$ cat src/rtl/mem_arb_pkg.sv
// mem_arb_pkg: shared FSM state encoding and constants for the memory port arbiter
package mem_arb_pkg;

    typedef enum logic [1:0] {
        IDLE  = 2'd0,
        FETCH = 2'd1,
        DATA  = 2'd2
    } state_t;

    localparam logic [31:0] NOP_INSTR = 32'h0000_0013;

endpackage

$ cat src/rtl/mem_arb_watchdog.sv
// mem_arb_watchdog: counts stalled bus cycles and flags expiry on the MAX_WAIT-th one
module mem_arb_watchdog #(
    parameter int MAX_WAIT = 15
) (
    input  logic clk,
    input  logic rst_n,
    input  logic i_clear,
    input  logic i_count,
    output logic o_expired
);

    localparam int CW = $clog2(MAX_WAIT + 1);

    logic [CW-1:0] r_cnt;

    always_ff @(posedge clk or negedge rst_n) begin
        if (!rst_n) r_cnt <= '0;
        else        r_cnt <= i_clear ? '0 : i_count ? r_cnt + 1'b1 : r_cnt;
    end

    assign o_expired = i_count & (r_cnt == CW'(MAX_WAIT - 1));

endmodule

$ cat src/rtl/mem_port_arbiter.sv
// mem_port_arbiter: shares one memory bus between instruction fetch and load/store;
// define MEM_TIMEOUT_EN to add the ack watchdog with sticky bus_err.
module mem_port_arbiter
    import mem_arb_pkg::*;
#(
    parameter int ADDR_W   = 32,
    parameter int DATA_W   = 32,
    parameter int MAX_WAIT = 15
) (
    input  logic                clk,
    input  logic                rst_n,
    input  logic                if_req,
    input  logic [ADDR_W-1:0]   if_addr,
    input  logic                dm_req,
    input  logic                dm_we,
    input  logic [ADDR_W-1:0]   dm_addr,
    input  logic [DATA_W-1:0]   dm_wdata,
    input  logic [DATA_W/8-1:0] dm_be,
    output logic                instruction_ready,
    output logic [DATA_W-1:0]   instr_rdata,
    output logic                data_ready,
    output logic [DATA_W-1:0]   dm_rdata,
    output logic                bus_req,
    output logic                bus_we,
    output logic [ADDR_W-1:0]   bus_addr,
    output logic [DATA_W-1:0]   bus_wdata,
    output logic [DATA_W/8-1:0] bus_be,
    input  logic                bus_ack,
    input  logic [DATA_W-1:0]   bus_rdata,
    output logic                bus_err
);

    state_t                r_state, w_next;
    logic                  r_instr_ready, r_data_ready, r_we;
    logic [ADDR_W-1:0]     r_addr;
    logic [DATA_W-1:0]     r_wdata, r_instr_rdata, r_dm_rdata;
    logic [DATA_W/8-1:0]   r_be;
    logic                  w_if_elig, w_dm_elig, w_done, w_timeout;
    logic                  w_grant_if, w_grant_dm;

    // A requester is stale while its ready pulse is high
    assign w_if_elig = if_req & ~r_instr_ready;
    assign w_dm_elig = dm_req & ~r_data_ready;
    assign w_done    = bus_ack | w_timeout;

    always_comb begin
        w_next     = r_state;
        w_grant_if = 1'b0;
        w_grant_dm = 1'b0;
        case (r_state)
            IDLE: begin
                w_grant_dm = w_dm_elig;
                w_grant_if = w_if_elig & ~w_dm_elig;
            end
            FETCH:   w_grant_dm = bus_ack & w_dm_elig;
            DATA:    w_grant_if = bus_ack & w_if_elig;
            default: ;
        endcase
        if (w_grant_dm)                    w_next = DATA;
        else if (w_grant_if)               w_next = FETCH;
        else if (r_state != IDLE && w_done) w_next = IDLE;
    end

    always_ff @(posedge clk or negedge rst_n) begin
        if (!rst_n) begin
            r_state       <= IDLE;
            r_instr_ready <= 1'b0;
            r_data_ready  <= 1'b0;
            r_instr_rdata <= '0;
            r_dm_rdata    <= '0;
            r_we          <= 1'b0;
            r_addr        <= '0;
            r_wdata       <= '0;
            r_be          <= '0;
        end else begin
            r_state       <= w_next;
            r_instr_ready <= (r_state == FETCH) & w_done;
            r_data_ready  <= (r_state == DATA) & w_done;
            if (r_state == FETCH && w_done)
                r_instr_rdata <= bus_ack ? bus_rdata : DATA_W'(NOP_INSTR);
            if (r_state == DATA && w_done && !r_we)
                r_dm_rdata <= bus_ack ? bus_rdata : '0;
            if (w_grant_dm) begin
                r_we    <= dm_we;
                r_addr  <= dm_addr;
                r_wdata <= dm_we ? dm_wdata : '0;
                r_be    <= dm_we ? dm_be : '1;
            end else if (w_grant_if) begin
                r_we    <= 1'b0;
                r_addr  <= if_addr;
                r_wdata <= '0;
                r_be    <= '1;
            end
        end
    end

    assign instruction_ready = r_instr_ready;
    assign data_ready        = r_data_ready;
    assign instr_rdata       = r_instr_rdata;
    assign dm_rdata          = r_dm_rdata;
    assign bus_req           = (r_state != IDLE);
    assign bus_we            = r_we;
    assign bus_addr          = r_addr;
    assign bus_wdata         = r_wdata;
    assign bus_be            = r_be;

`ifdef MEM_TIMEOUT_EN
    logic r_err;

    mem_arb_watchdog #(.MAX_WAIT(MAX_WAIT)) u_watchdog (
        .clk       (clk),
        .rst_n     (rst_n),
        .i_clear   (w_grant_if | w_grant_dm),
        .i_count   (bus_req & ~bus_ack),
        .o_expired (w_timeout)
    );

    always_ff @(posedge clk or negedge rst_n) begin
        if (!rst_n) r_err <= 1'b0;
        else        r_err <= r_err | w_timeout;
    end

    assign bus_err = r_err;
`else
    assign w_timeout = 1'b0;
    assign bus_err   = 1'b0;
`endif

endmodule

$ cat config.mk
export PLATFORM = sky130hd
export DESIGN_NAME = mem_port_arbiter
export DESIGN_NICKNAME = d
export VERILOG_FILES = /design/src/rtl/mem_arb_pkg.sv /design/src/rtl/mem_arb_watchdog.sv /design/src/rtl/mem_port_arbiter.sv
export SDC_FILE = /design/constraint.sdc
export NUM_CORES = 1
export LEC_CHECK = 0
export BUFFER_PORTS_ARGS = -buffer_cell sky130_fd_sc_hd__buf_2
export CAP_MARGIN = 0
export CORE_AREA = 2 2 114 116
export DETAILED_ROUTE_END_ITERATION = 8
export DIE_AREA = 0 0 116 118
export PLACE_DENSITY = 0.79
export SLEW_MARGIN = 15
export SYNTH_ARGS = -nofsm -noshare
export SYNTH_HDL_FRONTEND = slang
export SYNTH_SLANG_ARGS = --single-unit
$ cat constraint.sdc
create_clock -name clk -period 1.95 [get_ports clk]
set_input_delay 0 -clock clk [delete_from_list [all_inputs] [get_ports clk]]
set_output_delay 0 -clock clk [all_outputs]
set_load 0.02 [all_outputs]
==> impl_metrics.json <==
{
  "dp_hpwl_um": 10920,
  "cts_resized": 0,
  "drt_first_pass_iters": 5,
  "rsz0062_at_grt": "false",
  "antenna_left": 0,
  "wire_per_inst_um": 18.25,
  "worstPathArrival_ns": 2.11,
  "vias": 5613,
  "critPathRequiredTime_ns": 2.24,
  "relSlewSlack_pct": 55.53,
  "clockRootBuffer": "clkbuf_16",
  "synth_fp_nets": 633,
  "power.leakage_nw": 4.627,
  "fp.dieW_um": 116,
  "gr-total-overflow": 0,
  "final.period_utilization_pct": 93.41,
  "final_common_cell": "buf_2",
  "die-area_sq_um": 13690,
  "yosysTopAreaCellShare_pct": 60.89,
  "grt_use_met2_pct": 49.52,
  "ys_seq_elements": 137,
  "endpoint_kind": "register",
  "ff2ff_path_depth": 5,
  "crit_buf_inv": 1,
  "htreeDepth": 4,
  "grt_pass1_vias": 6024,
  "clock.fmax_mhz": 549.0,
  "die_h_um": 118,
  "holdBufCountCts": 134,
  "finalMaxSlewViolations": 0,
  "seqCellArea_sq_um": 3428,
  "maxCapViolations": 0,
  "crit_family": "simple AND/OR/NAND/NOR gates",
  "start_util_pct": 45.35,
  "clockBufferDepth": 2,
  "p_sw_share_pct": 40.92,
  "critPathMaxStageDelay_ns": 0.50,
  "layout.cells.non_filler": 1083,
  "hold_path_class": "input pin to asynchronous set/reset pin",
  "cts_setup_buffers": 0,
  "io_buffers": 273,
  "setup_viol": 0,
  "clock_latency_ns": 0.42,
  "numCtsBuffers": 17,
  "antenna_found_initial": 3,
  "cts_tree": "built",
  "rows": 41,
  "layout-drive-gt1-share_pct": 42.95,
  "worstSetupStartpoint": "r_state[0]$_DFFE_PN0P_",
  "hold_slack_ns": 0.1338,
  "wl_um": 19760,
  "synth_top_area_cell": "dfrtp_1",
  "outcome": "complete, no violations",
  "finalHoldViolations": 0,
  "gr-usage-met1_pct": 31.12,
  "synth_cell_types": 29,
  "clk_pin_slew_worst_paths_ns": 0.06,
  "multi_input_area_sq_um": 1953,
  "place_inst": 916,
  "critPathMaxFanout": 58,
  "grt_pass1_wl_um": 30720,
  "grt_max_degree": 66,
  "routed_via_density": 5.183,
  "grtUsageTotal_pct": 29.19,
  "powerDensity_nw_per_um2": 1628,
  "syn_to_final_growth_pct": 62.31,
  "power.internal_mw": 8.793,
  "nFillCells": 813,
  "core_sq_um": 12410,
  "clockPowerShare_pct": 22.0,
  "timing.setup.tns_ns": 0,
  "power_switching_mw": 6.090,
  "peakVddDrop_v": 0.001131,
  "synthTopCellsByArea": "dfrtp_1, mux2_2, nand3_1",
  "tightestPinTransition_ns": 0.6670,
  "drc_errors": 0,
  "rr_endpoint": "bus_addr[5]$_DFFE_PN0P_",
  "seqPwrFrac_pct": 33.6,
  "regToRegSetupSlack_ns": 0.13,
  "met3_usage_pct": 11.23,
  "worstPathCellList": "and2b_1, or3_2, buf_12, nor2_1, a21oi_1",
  "skew_ns": 0.01698,
  "nets": 1035,
  "drt_iter0_drc": 389,
  "crit_slowest_cell": "or3_2",
  "ys_warn_count": 0,
  "comb_power_share_pct": 44.3,
  "top_usage_layer": "met2",
  "synth_area_per_cell_sq_um": 11.37,
  "power.total_mw": 14.88,
  "worstSetupStartpointType": "register",
  "cts.sinks": 137,
  "fin_util_pct": 73.61,
  "final_cell_mix": "buf_2, dfrtp_1, dlygate4sd3_1",
  "synth_area_sq_um": 5630,
  "ys_seq_area_share_pct": 60.89,
  "netlist_instances": 495,
  "place_congestion": 0.8055,
  "critPathKind": "register to register",
  "r2r-start": "r_state[0]$_DFFE_PN0P_",
  "min_period_ns": 1.821,
  "pin_count": 275
}
-- kinds of logic (layout without fill, tap and decap cells) --
group / count (synthesis) / in the layout / synth area share [%]
other: 1 / 4 / 0.06660
AO/OA/AOI/OAI: 71 / 71 / 7.222
flip-flops: 137 / 137 / 60.89
buffers and inverters: 43 / 456 / 4.644
multiplexers: 64 / 64 / 12.80
AND/OR/NAND/NOR: 179 / 179 / 14.38
-- per-layer routing --
layer,up-vias,share of wire (%),wire length [um]
met5,-,0,0
met4,0,4.1,803
met3,71,9.8,1930
met2,334,50,9926
li1,2490,-,-
met1,2718,36,7099
-- cell type report --
class | instances | area share (%)
tap | 172 | 2.355
inverter | 6 | 0.2464
timing repair buffer | 420 | 31.86
clock buffer | 19 | 4.956
clock inverter | 11 | 1.616
sequential | 137 | 37.51
antenna | 3 | 0.08215
multi-input combinational | 315 | 21.37
-- metrics by stage --
| stage | instance area (sq um) | setup WS [ns] |
|---|---|---|
| finish | 9139 | 0.1285 |
| global route | 9139 | 0.07702 |
| CTS | 9131 | 0.1956 |
| detailed placement | 7189 | 0.1908 |
| global placement | 7189 | 0.2187 |
| floorplan | 5630 | 0.3543 |
-- worst max path at each step --
stage,to,slack (ns),cells past startpoint
final,bus_addr[5]$_DFFE_PN0P_,0.13,5
after global routing,bus_addr[5]$_DFFE_PN0P_,0.08,5
after CTS,dm_rdata[14]$_DFFE_PN0P_,0.20,5
after detailed placement,dm_rdata[14]$_DFFE_PN0P_,0.19,5
after global placement,bus_addr[16]$_DFFE_PN0P_,0.22,5
after floorplan,bus_wdata[10]$_DFFE_PN0P_,0.35,6
-- registers in the layout (all words and copies together) (netlist names) --
name	flops
bus_addr	32
bus_wdata	32
dm_rdata	32
instr_rdata	32
bus_be	4
r_state	2
bus_we	1
data_ready	1
instruction_ready	1
-- power groups by stage --
stage               registers, mW  logic [mW]  clock network (mW)
floorplan                    6.55        2.33                   0
global placement             4.85        6.13                   0
detailed placement           4.93        6.24                   0
CTS                          4.91        6.48                3.31
global route                 5.14        7.04                3.44
finish                       5.01        6.60                3.28
-- worst register-to-register path, cell delays in order, from the launching register on --
cell and delay (ns):
dfrtp_1 0.45, and2b_1 0.24, or3_2 0.50, buf_12 0.20, nor2_1 0.23, a21oi_1 0.07
-- cell usage after synthesis --
master and instances:
dfrtp_1 137, nand2_1 66, nand3_1 66, mux2_2 59, a21oi_1 55, nor2_1 32, buf_2 14, a21oi_2 9
clkbuf_1 9, buf_6 8, buf_4 6, inv_1 6, mux2_1 5, a31oi_1 4, nor3_1 4, nand2b_1 2
and2_1 1, and2b_1 1, conb_1 1, nor2b_1 1, nor2b_4 1, nor3_4 1, nor3b_1 1, o211a_1 1
o211ai_2 1, o21ai_0 1, or2_2 1, or3_1 1, or3b_1 1
Power figures use the tool's default switching activity.
